`src/rtl/delay_buf.sv`:
```
// -----------------------------------------------------------------------------
// delay_buf -- programmable-depth delay line built on a circular buffer.
//
// Each accepted shift (en=1, flush=0) writes d into the slot at wr_ptr and
// advances wr_ptr, wrapping after slot D-1. The output always shows the slot
// the next shift will overwrite, i.e. the oldest word in the active window,
// so a word written on shift n is visible after shift n+D-1 and is replaced
// on shift n+D: a delay of exactly D shifts.
//
// Parameters
//   BITS       data word width
//   MAX_DEPTH  number of storage slots / largest selectable delay (>= 2)
//
// Ports
//   clk        single clock, all state updates on the rising edge
//   rst        asynchronous active-high reset: clears valid bits and wr_ptr,
//              restores D = MAX_DEPTH
//   en         shift strobe: store d and advance the buffer
//   flush      synchronous clear, also loads D from depth_sel (wins over en)
//   depth_sel  requested delay; only sampled while flush is high
//   d          data shifted in
//   q          oldest entry, zero while its valid bit is clear
//   q_vld      q holds data written since the last reset or flush
//   fill_cnt   (DELAY_BUF_STATUS_EN only) number of valid entries, saturates
//              at D
//   full       (DELAY_BUF_STATUS_EN only) fill_cnt == D
//
// Configuration macro
//   DELAY_BUF_STATUS_EN  adds the fill_cnt / full status outputs and their
//                        counter. Without it those ports and that logic are
//                        absent and the data path is unchanged.
// -----------------------------------------------------------------------------
module delay_buf #(
    parameter  int BITS      = 64,
    parameter  int MAX_DEPTH = 8,
    localparam int PTR_W     = $clog2(MAX_DEPTH),
    localparam int DSEL_W    = $clog2(MAX_DEPTH + 1)
) (
    input  logic              clk,
    input  logic              rst,
    input  logic              en,
    input  logic              flush,
    input  logic [DSEL_W-1:0] depth_sel,
    input  logic [BITS-1:0]   d,
    output logic [BITS-1:0]   q,
`ifdef DELAY_BUF_STATUS_EN
    output logic [DSEL_W-1:0] fill_cnt,
    output logic              full,
`endif
    output logic              q_vld
);

    // -------------------------------------------------------------------------
    // State
    // -------------------------------------------------------------------------
    logic [BITS-1:0]      mem_q [MAX_DEPTH];
    logic [MAX_DEPTH-1:0] vld_q,    vld_d;
    logic [PTR_W-1:0]     wr_ptr_q, wr_ptr_d;
    logic [DSEL_W-1:0]    depth_q,  depth_d;

    logic                 shift;
    logic                 at_last;
    logic [DSEL_W-1:0]    depth_clamped;

    // A shift only happens when flush is low; flush discards d.
    assign shift = en & ~flush;

    // wr_ptr is compared against D-1 (not the pointer width) so the buffer
    // wraps at the programmed depth and slots >= D are never touched.
    assign at_last = (DSEL_W'(wr_ptr_q) == (depth_q - DSEL_W'(1)));

    // Requested depth: 0 means 1, anything above MAX_DEPTH saturates.
    always_comb begin
        depth_clamped = depth_sel;
        if (depth_sel == '0) begin
            depth_clamped = DSEL_W'(1);
        end else if (depth_sel > DSEL_W'(MAX_DEPTH)) begin
            depth_clamped = DSEL_W'(MAX_DEPTH);
        end
    end

    // -------------------------------------------------------------------------
    // Next-state logic for pointer, valid bits and depth
    // -------------------------------------------------------------------------
    always_comb begin
        vld_d    = vld_q;
        wr_ptr_d = wr_ptr_q;
        depth_d  = depth_q;
        if (flush) begin
            vld_d    = '0;
            wr_ptr_d = '0;
            depth_d  = depth_clamped;
        end else if (en) begin
            vld_d[wr_ptr_q] = 1'b1;
            wr_ptr_d        = at_last ? '0 : (wr_ptr_q + PTR_W'(1));
        end
    end

    always_ff @(posedge clk or posedge rst) begin
        if (rst) begin
            vld_q    <= '0;
            wr_ptr_q <= '0;
            depth_q  <= DSEL_W'(MAX_DEPTH);
        end else begin
            vld_q    <= vld_d;
            wr_ptr_q <= wr_ptr_d;
            depth_q  <= depth_d;
        end
    end

    // Data storage has no reset: stale words are hidden by the valid bits.
    always_ff @(posedge clk) begin
        if (shift) begin
            mem_q[wr_ptr_q] <= d;
        end
    end

    // -------------------------------------------------------------------------
    // Outputs: combinational from wr_ptr, masked to zero when not valid
    // -------------------------------------------------------------------------
    assign q_vld = vld_q[wr_ptr_q];
    assign q     = q_vld ? mem_q[wr_ptr_q] : '0;

`ifdef DELAY_BUF_STATUS_EN
    // -------------------------------------------------------------------------
    // Fill counter: counts accepted shifts since reset/flush, saturating at D.
    // Once it reaches D the slot at wr_ptr has been written, so full tracks
    // q_vld.
    // -------------------------------------------------------------------------
    logic [DSEL_W-1:0] fill_q, fill_d;

    always_comb begin
        fill_d = fill_q;
        if (flush) begin
            fill_d = '0;
        end else if (en && (fill_q != depth_q)) begin
            fill_d = fill_q + DSEL_W'(1);
        end
    end

    always_ff @(posedge clk or posedge rst) begin
        if (rst) begin
            fill_q <= '0;
        end else begin
            fill_q <= fill_d;
        end
    end

    assign fill_cnt = fill_q;
    assign full     = (fill_q == depth_q);
`endif

endmodule
```
`config.mk`:
```
export PLATFORM = sky130hd
export DESIGN_NAME = delay_buf
export DESIGN_NICKNAME = d
export VERILOG_FILES = /design/src/rtl/delay_buf.sv
export SDC_FILE = /design/constraint.sdc
export NUM_CORES = 1
export LEC_CHECK = 0
export CELL_PAD_IN_SITES_DETAIL_PLACEMENT = 1
export CELL_PAD_IN_SITES_GLOBAL_PLACEMENT = 2
export CORE_MARGIN = 2
export CORE_UTILIZATION = 42
export CTS_CLUSTER_SIZE = 25
export DETAILED_ROUTE_END_ITERATION = 6
export PLACE_DENSITY_LB_ADDON = 0.1
export SYNTH_ARGS = -nofsm -noshare
export SYNTH_HDL_FRONTEND = slang
export SYNTH_SLANG_ARGS = --single-unit
export TNS_END_PERCENT = 50
```
`constraint.sdc`:
```
create_clock -name clk -period 7.9 [get_ports clk]
set_input_delay 1.58 -clock clk [delete_from_list [all_inputs] [get_ports clk]]
set_output_delay 1.58 -clock clk [all_outputs]
set_load 0.02 [all_outputs]
```
==> results.md, run 1 <==
* Run status: finished, final reports clean
* Antenna cells at 0
* Clock buffer count from CTS at 55
* Share of power burned in registers at roughly half
* Pin count of the biggest net entering global routing at 54
* Average wire per standard cell at about 25 um
* Total area of multi-input combinational cells at about 0.0042 mm2
* Hold_sp: vld_q[1]
* Hold/Removal Path Class: flip-flop to flip-flop
* Antenna violation net count after detailed routing at 0
* Post-synthesis instance area at a little over 0.02 mm2
* Net count after synthesis at approximately 960
* Chip Height at 223 um
* Total routed wirelength at 42.7 mm
* Number of cells on the worst reg-to-reg path at 4
* Sw Ratio at between 20% and 30%
* Number of clock sinks at 527
* Initial core utilization at a little over two fifths
* Final weighted congestion of routability-driven global placement at ~0.67
* Part of the total power dissipated in combinational logic at ~9%
* IR drop worst, VDD at about 0.00019 V
* Reg clk slew, reported paths at 60 ps
* Synth warnings at 0
* Startpoint of the worst register-to-register path: wr_ptr_q[1]
* Via count of the first global-routing pass at approximately 10k
* Max_cap viols at 0
* Overall power after layout at about 6.2 mW
* Endpoints failing hold at 0
* Full die area at 0.0498 mm2
* Total of buffers placed on input and output ports at around 140
* Sequential cell area fraction in the yosys report at around 80%
* CTS hold repair buffers at 0
* Number of core rows at 80
* Top-level port count at approximately 140
* Global-route layer with the greatest usage: met2
* Number of buffers inserted to repair setup after CTS at 0
* Max transition margin at roughly a third
* Number of resized instances in the post-cts repair step at 0
* CTS H-tree lvls at 2
* Count of mapped cells out of synthesis at ~890
* Leading cell type in the layout, fill and taps excluded: sky130_fd_sc_hd__edfxtp_1
* Arrival @ worst endpoint at roughly 3700 ps
* Critical path's slowest cell: sky130_fd_sc_hd__dfrtp_4
* R2r endpoint: mem_q[7][43]
* Clock tree from TritonCTS: yes
* Final setup violation count at 0
* Area Growth Syn to Fin at 19.4%
* Max FO, Critical Path at 37
* Design internal power at between 4 and 5 mW
* Setup TNS Final at 0 ps
* Met1 Track Usage GR at around a quarter
* Filler cells at between 4k and 5k
* Transition at the pin with the smallest max-transition slack at 998 ps
* DRT iter0 DRCs at between 500 and 600
* Ordered list of cells on the worst path: buf_4 -> mux4_2 -> mux2i_1 -> nor2_1 -> clkdlybuf4s50_1
* Power density of the placed cells at roughly 260 mW/mm2
* HPWL reported at the end of detailed placement at between 20 and 25 mm
* Clk pwr share at roughly 40%
* GR Layer Usage met2 at 29.1%
* Setup repair after global routing missed its margin: false
* Crit Path Class: flip-flop to primary output
* Number of cells on the worst hold path at 1
* Net Switching at 1.35 mW
* Number of antenna violations at the first check in global routing at 3
* Proportion of layout cells with a drive suffix above 1 at 22.0%
* Clock insertion delay at the later pin of the skew report at roughly 600 ps
* Crit path required time at roughly 6300 ps
* Crit. End Element: primary output
* Post-Synthesis Mean Instance Area at 22.7 um2
* Dominant cells by area after synthesis: sky130_fd_sc_hd__edfxtp_1 (76%), sky130_fd_sc_hd__mux4_2 (15%), sky130_fd_sc_hd__mux2i_1 (3.2%)
* Library cell occupying the most area in the post-synthesis netlist: sky130_fd_sc_hd__edfxtp_1
* TritonRoute pass-1 iters at 5
* Global Route met3 Usage at under 10%
* Floorplan core area at between 0.04 and 0.05 mm2
* Net count, final at around 1.1k
* Maximum number of buffers from clock root to sink at 3
* Most frequent cells in the layout: sky130_fd_sc_hd__edfxtp_1 (512), sky130_fd_sc_hd__clkdlybuf4s50_1 (136), sky130_fd_sc_hd__mux4_2 (130)
* Register-to-register path setup slack at between 4000 and 5000 ps
* Stage delay of the slowest cell on the critical path at just under 900 ps
* GR Overflow Total at 0
* Distinct cell type count after synthesis at 29
* Worst-case clock skew at ~16 ps
* Endpoint of the worst hold-timing path: vld_q[1]
* FF+latch count, synth at between 500 and 600
* Count of final max-slew check failures at 0
* Final Cycle Share at between 60% and 70%
* Top cell type's share of synthesized area at approximately 76%
* Total area of sequential cells at roughly 0.016 mm2
* Max Clk Rate at roughly 0.19 GHz
* Total number of vias at about 9.2k
* Horizontal die dimension at 223 um
* Buffers plus inverters on the worst setup path at 2
* Post-layout min period at roughly 5300 ps
* Via count normalized by instance count at approximately 5.4
* Wire length of the first global-routing pass at 65.3 mm
* Cell type group with the largest total delay on the critical path: buffers and inverters
* Total global routing track utilization at 17.7%
* Number of remaining DRC errors at 0
* Cell at the root of the clock tree: sky130_fd_sc_hd__clkbuf_16
* Startpoint Class: flip-flop
* Leakage Power at 7.46 nW
==> cell usage after synthesis (all sizes together) <==
library cell  number
nand3              3
ha                 2
a211oi             1
inv                5
nor3               5
clkbuf             9
nor2              69
nand3b             1
edfxtp           512
mux2               1
dfrtp             14
nor4               2
a2111oi            2
xor2               1
o22ai              3
or3                2
dfstp              1
clkinv             2
nand2              6
o31ai              1
a21o               8
o21ai              1
mux2i             65
nand2b             1
xnor2              4
buf               38
mux4             130
==> how the worst max path moves through the flow <==
| stage | from | to | slack [ps] | cells past startpoint |
|---|---|---|---|---|
| after global routing | wr_ptr_q[0] | q[50] | 2310 | 5 |
| after global placement | wr_ptr_q[0] | q[2] | 3090 | 5 |
| final | wr_ptr_q[0] | q[62] | 2610 | 5 |
| after detailed placement | wr_ptr_q[0] | q[2] | 3110 | 5 |
| after floorplan | en | mem_q[0][0] | 720 | 4 |
| after CTS | wr_ptr_q[0] | q[2] | 2450 | 5 |
==> sequential cells by signal, indices dropped and copies added, names as in the netlist <==
| name | count |
|---|---|
| mem_q | 512 |
| vld_q | 8 |
| depth_q | 4 |
| wr_ptr_q | 3 |
==> per-stage QoR <==
step | util (%) | std cells | area, um2 | hold slack [ps] | setup WS (ps)
5_1_grt | 50.6 | 1715 | 24100 | 490 | 2310
6_report | 50.6 | 1715 | 24100 | 478 | 2610
2_1_floorplan | - | 889 | 20200 | 448 | 716
3_5_place_dp | 46.9 | 1616 | 22300 | 469 | 3110
4_1_cts | 50.6 | 1715 | 24100 | 483 | 2450
3_3_place_gp | 46.9 | 1616 | 22300 | 465 | 3090
==> routing by layer <==
metal	part of all wire, %	wire (um)	vias up
met5	0.098	42	-
met4	1.8	762	6
met3	4.8	2050	62
met2	49	20900	198
met1	44	18900	4940
li1	-	-	4035
==> power groups by stage <==
stage	Combinational (mW)	Sequential (mW)	Clock (mW)
after floorplan	0.352	3.19	0
after global placement	0.565	3.21	0
after detailed placement	0.568	3.21	0
after CTS	0.571	3.15	2.58
after global routing	0.601	3.16	2.67
final	0.554	3.15	2.51
==> kinds of logic after synthesis <==
group | count (synthesis) | share of synthesized area (%)
compound gates | 16 | 0.577
xor+xnor | 5 | 0.217
fa+ha+maj | 2 | 0.124
buf+inv | 54 | 1.35
flops | 527 | 78.1
mux | 196 | 17.8
simple gates | 89 | 1.79
==> cell type report <==
type,count,share of cell area (%)
tap,615,3.20
clock inverter,24,0.925
multi-input combinational,308,17.5
sequential,527,65.5
clock buffer,75,6.37
inverter,7,0.109
timing repair buffer,159,6.47
(Power assumes the default switching activity.)
==> run 2, diff against run 1 <==
--- a/config.mk
+++ b/config.mk
@@ -8,7 +8,7 @@
 export CELL_PAD_IN_SITES_DETAIL_PLACEMENT = 1
 export CELL_PAD_IN_SITES_GLOBAL_PLACEMENT = 2
 export CORE_MARGIN = 2
-export CORE_UTILIZATION = 42
+export CORE_UTILIZATION = 47
 export CTS_CLUSTER_SIZE = 25
 export DETAILED_ROUTE_END_ITERATION = 6
 export PLACE_DENSITY_LB_ADDON = 0.1
==> constraint.sdc (replaced) <==
create_clock -name clk -period 5.3 [get_ports clk]
set_input_delay 1.06 -clock clk [delete_from_list [all_inputs] [get_ports clk]]
set_output_delay 1.06 -clock clk [all_outputs]
set_load 0.02 [all_outputs]
==> run 2 against run 1 <==
  * Routed wire length decreased by 1.9%
  * Sequential power increased by 49%
  * Combinational power increased by 54%
  * Register-to-register slack got worse by 2500 ps
  * Critical path depth unchanged
  * Utilization increased by 6.3 points
  * Clock skew decreased by 8.7 ps
  * Hold slack got worse by 2.0 ps
  * Count of clock-buffer cells in the layout decreased by 11
  * Via count increased by 0.94%
  * Critical endpoint is now q[50]
==> results.md, run 2 (same netlist as run 1, synthesis figures left out) <==
* Number of antenna violations at the first check in global routing at 4
* Worst-case clock skew at between 7 and 8 ps
* Top-level port count at between 100 and 150
* Design internal power at around 7.1 mW
* CTS hold repair buffers at 0
* Top flop regs: mem_q (512), vld_q (8), depth_q (4)
* GR Overflow Total at 0
* Full die area at between 0.04 and 0.05 mm2
* Pin count of the biggest net entering global routing at between 80 and 90
* Via count normalized by instance count at approximately 5.7
* Total routed wirelength at about 42 mm
* Run status: finished, final reports clean
* Wire length of the first global-routing pass at between 60 and 70 mm
* HPWL reported at the end of detailed placement at roughly 22 mm
* Horizontal die dimension at between 200 and 250 um
* Max_cap viols at 0
* Transition at the pin with the smallest max-transition slack at about 1100 ps
* Largest register FFs at slightly above 500
* Number of remaining DRC errors at 0
* Arrival @ worst endpoint at approximately 3600 ps
* Clock buffer count from CTS at between 50 and 60
* Worst Hold Margin at 476 ps
* Total area of multi-input combinational cells at ~0.0042 mm2
* Power density of the placed cells at between 300 and 400 mW/mm2
* Average wire per standard cell at ~26 um
* Share of power burned in registers at roughly half
* Filler cells at approximately 3.6k
* Total area of sequential cells at between 0.015 and 0.02 mm2
* Crit path required time at ~4200 ps
* Leading cell type in the layout, fill and taps excluded: sky130_fd_sc_hd__edfxtp_1
* Number of resized instances in the post-cts repair step at 0
* Setup repair after global routing missed its margin: false
* Crit Path Class: flip-flop to primary output
* Final weighted congestion of routability-driven global placement at just under 0.7
* Floorplan core area at approximately 0.042 mm2
* Clock tree from TritonCTS: yes
* Initial core utilization at between 40 and 50%
* IR drop worst, VDD at ~0.00027 V
* Total number of vias at between 9k and 10k
* Startpoint Class: flip-flop
* Final WS setup at ~660 ps
* Final Cycle Share at about 90%
* Antenna violation net count after detailed routing at 0
* Leakage Power at roughly 7.4 nW
* Area Growth Syn to Fin at 19.0%
* Maximum number of buffers from clock root to sink at 3
* Post-layout min period at 4640 ps
* Net count, final at roughly 1.1k
* Hold/Removal Path Class: flip-flop to flip-flop
* Crit. End Element: primary output
* Cell at the root of the clock tree: sky130_fd_sc_hd__clkbuf_16
* Chip Height at ~210 um
* Final setup violation count at 0
* Max transition margin at a little over a quarter
* Total of buffers placed on input and output ports at about 140
* Number of buffers inserted to repair setup after CTS at 0
* Post-place setup slack at between 1000 and 1500 ps
* Overall power after layout at between 9 and 10 mW
* Clk pwr share at roughly 39%
* Max FO, Critical Path at 54
* Clock insertion delay at the later pin of the skew report at a little under 600 ps
* Count of final max-slew check failures at 0
* DRT iter0 DRCs at 553
* Endpoints failing hold at 0
* Most frequent cells in the layout: sky130_fd_sc_hd__edfxtp_1 (512), sky130_fd_sc_hd__clkdlybuf4s50_1 (136), sky130_fd_sc_hd__mux4_2 (130)
* Proportion of layout cells with a drive suffix above 1 at between 20% and 30%
* Part of the total power dissipated in combinational logic at under 10%
* Total global routing track utilization at 19.5%
* CTS H-tree lvls at 2
* Via count of the first global-routing pass at ~10k
* TritonRoute pass-1 iters at 4
* Antenna cells at 0
* Reg clk slew, reported paths at about 60 ps
* Sw Ratio at 21.7%
* Number of core rows at 75
* Net Switching at roughly 2.0 mW
* Max Clk Rate at between 0.2 and 0.25 GHz
* Number of clock sinks at approximately 530
* Largest register by flop count: mem_q
[run 2: worst max-delay path: stages (launching register included)]
cell	delay [ps]
sky130_fd_sc_hd__dfrtp_4	970
sky130_fd_sc_hd__mux4_2	440
sky130_fd_sc_hd__mux2i_4	550
sky130_fd_sc_hd__buf_4	380
sky130_fd_sc_hd__nor2_1	90
sky130_fd_sc_hd__clkdlybuf4s50_1	550
[run 2: worst paths after layout]
path	startpoint	cells past startpoint	to	slack (ps)
setup / recovery	wr_ptr_q[2]	5	q[50]	660
hold / removal	vld_q[0]	1	vld_q[0]	480
setup reg to reg	wr_ptr_q[1]	4	mem_q[7][21]	1500
hold reg to reg	vld_q[0]	1	vld_q[0]	480
max in group asynchronous	rst	2	wr_ptr_q[1]	3960
min in group asynchronous	rst	2	depth_q[0]	860
[run 2: cell type report]
type                            instances  share of cell area [%]
Clock buffer                           64                    5.88
Clock inverter                         35                    1.07
Inverter                                7                   0.109
Multi-Input combinational cell        308                    17.6
Sequential cell                       527                    65.7
Tap cell                              539                    2.81
Timing Repair Buffer                  158                    6.88
[run 2: metrics by stage]
stage / area (um2) / util (%) / setup TNS, ps / std cells
floorplan: 20200 / - / -149470 / 889
finish: 24000 / 57.0 / 0 / 1638
CTS: 24000 / 57.0 / 0 / 1638
global placement: 22300 / 53.0 / 0 / 1539
global route: 24000 / 57.0 / 0 / 1638
detailed placement: 22300 / 53.0 / 0 / 1539
[run 2: power groups by stage]
stage / Combinational [mW] / Sequential (mW) / Clock (mW)
finish: 0.854 / 4.69 / 3.57
global route: 0.923 / 4.70 / 3.81
CTS: 0.876 / 4.69 / 3.66
detailed placement: 0.872 / 4.78 / 0
global placement: 0.861 / 4.78 / 0
floorplan: 0.525 / 4.75 / 0
[run 2: layer usage]
layer	vias up	part of all wire [%]	global-route usage (%)	routed length [um]
li1	4034	-	-	-
met1	5019	44	27.1	18300
met2	201	49	31.9	20600
met3	66	4.9	4.07	2050
met4	8	1.9	4.78	787
met5	-	0.13	0	55
==> run 3, diff against run 2 <==
--- a/config.mk
+++ b/config.mk
@@ -7,6 +7,7 @@
 export LEC_CHECK = 0
 export CELL_PAD_IN_SITES_DETAIL_PLACEMENT = 1
 export CELL_PAD_IN_SITES_GLOBAL_PLACEMENT = 2
+export CORE_ASPECT_RATIO = 1.25
 export CORE_MARGIN = 2
 export CORE_UTILIZATION = 47
 export CTS_CLUSTER_SIZE = 25
==> run 3 against run 2 <==
  * Die area about the same
  * Design area down 0.20%
  * Critical path type unchanged
  * Non-clock buffer count rose by 4
  * Total power down 1.2%
  * Critical path depth stayed put
  * Sequential cell count did not move
  * Clock skew grew 4.2 ps
  * Utilization shrank 0.27 points
  * First-iteration DRC count rose by 19%
==> results.md, run 3 (same netlist as run 1, synthesis figures left out) <==
* Average wire per standard cell at 24.9 um
* Largest register FFs at ~510
* Via count of the first global-routing pass at just over 10k
* Most frequent cells in the layout: sky130_fd_sc_hd__edfxtp_1 (512), sky130_fd_sc_hd__clkdlybuf4s50_1 (136), sky130_fd_sc_hd__mux4_2 (130)
* Top-level port count at ~140
* Proportion of layout cells with a drive suffix above 1 at 21.5%
* GR Overflow Total at 0
* Crit Path Class: flip-flop to primary output
* Total of buffers placed on input and output ports at ~140
* Largest register by flop count: mem_q
* Floorplan core area at 0.0423 mm2
* Post-layout min period at approximately 4500 ps
* Max FO, Critical Path at 38
* Top flop regs: mem_q (512), vld_q (8), depth_q (4)
* Final Cycle Share at a little over four fifths
* Transition at the pin with the smallest max-transition slack at 914 ps
* Leading cell type in the layout, fill and taps excluded: sky130_fd_sc_hd__edfxtp_1
* Final weighted congestion of routability-driven global placement at 0.692
* Startpoint Class: flip-flop
* Clock insertion delay at the later pin of the skew report at ~570 ps
* Max Clk Rate at approximately 0.22 GHz
* Wire length of the first global-routing pass at approximately 63 mm
* Horizontal die dimension at about 190 um
* CTS H-tree lvls at 2
* DRT iter0 DRCs at approximately 660
* Clock buffer count from CTS at 50
* Number of clock sinks at about 530
* Pin count of the biggest net entering global routing at a little under 80
* Run status: finished, final reports clean
* Initial core utilization at approximately 48%
* Leakage Power at approximately 7.4 nW
* Arrival @ worst endpoint at between 3000 and 4000 ps
* Count of final max-slew check failures at 0
* TritonRoute pass-1 iters at 4
* Crit path required time at ~4200 ps
* Post-route core utilization at roughly 57%
* Maximum number of buffers from clock root to sink at 3
* Max_cap viols at 0
* Total number of vias at roughly 9.2k
* Number of antenna violations at the first check in global routing at 4
* Power density of the placed cells at around 380 mW/mm2
* Net count, final at about 1.1k
* CTS hold repair buffers at 0
* Crit. End Element: primary output
* Number of resized instances in the post-cts repair step at 0
* Hold/Removal Path Class: flip-flop to flip-flop
* Number of remaining DRC errors at 0
* HPWL reported at the end of detailed placement at around 23 mm
* Via count normalized by instance count at roughly 5.6
* Total global routing track utilization at a little under a fifth
* Chip Height at ~240 um
* Number of buffers inserted to repair setup after CTS at 0
* Antenna violation net count after detailed routing at 0
* Cell at the root of the clock tree: sky130_fd_sc_hd__clkbuf_16
* IR drop worst, VDD at between 0.0002 and 0.0003 V
* Endpoints failing hold at 0
* Setup repair after global routing missed its margin: false
* Clock tree from TritonCTS: yes
* Worst-case clock skew at roughly 11 ps
* Final setup violation count at 0
* Total routed wirelength at roughly 41 mm
* Max transition margin at 39.1%
* Reg clk slew, reported paths at approximately 60 ps
* Full die area at 0.0446 mm2
* Number of core rows at 84
* Area Growth Syn to Fin at 18.8%
* Setup TNS Final at 0 ps
-- run 3: routing by layer --
layer | wire (um) | GRT usage (%)
met1 | 17900 | 25.9
met2 | 20800 | 31.6
met3 | 1530 | 2.79
met4 | 856 | 5.73
met5 | 26 | 0
-- run 3: path summary, 6_finish.rpt --
| kind | from | end | slack [ps] | cells after the start |
|---|---|---|---|---|
| max | wr_ptr_q[1] | q[30] | 800 | 5 |
| min | vld_q[2] | vld_q[2] | 480 | 1 |
| max reg2reg | wr_ptr_q[1] | mem_q[6][37] | 1760 | 4 |
| min reg2reg | vld_q[2] | vld_q[2] | 480 | 1 |
| max in group asynchronous | rst | wr_ptr_q[1] | 3950 | 2 |
| min in group asynchronous | rst | vld_q[3] | 880 | 2 |
-- run 3: critical path, cell delays in order, from the launching register on --
cell                              delay [ps]
sky130_fd_sc_hd__dfrtp_4                 930
sky130_fd_sc_hd__mux4_2                  620
sky130_fd_sc_hd__mux2i_4                 160
sky130_fd_sc_hd__buf_4                   450
sky130_fd_sc_hd__nor2_1                  130
sky130_fd_sc_hd__clkdlybuf4s50_1         560
-- run 3: where the power goes --
group / switching (mW) / internal, mW / total, mW / leakage [nW]
clock network: 1.45 / 2.03 / 3.48 / 0.771
registers: 0.0493 / 4.64 / 4.69 / 4.82
logic: 0.425 / 0.405 / 0.830 / 1.82
-- run 3: area by class of cell --
class | count | area [um2]
antenna | 2 | 5.00
clock buffer | 57 | 1300
clock inverter | 30 | 285
fill | 3627 | 18300
inverter | 7 | 26.3
multi-input combinational | 308 | 4220
sequential | 527 | 15800
tap | 559 | 699
timing repair buffer | 162 | 1660
-- run 3: stage by stage --
step,setup WS [ps],cells,cell area [um2],hold WS [ps],power (mW)
after detailed placement,1320,1563,22400,468,5.64
after CTS,709,1650,23900,482,9.11
after global routing,610,1651,23900,504,9.30
final,796,1652,24000,478,9.01
after global placement,1380,1563,22400,460,5.62
after floorplan,-1090,889,20200,448,5.27
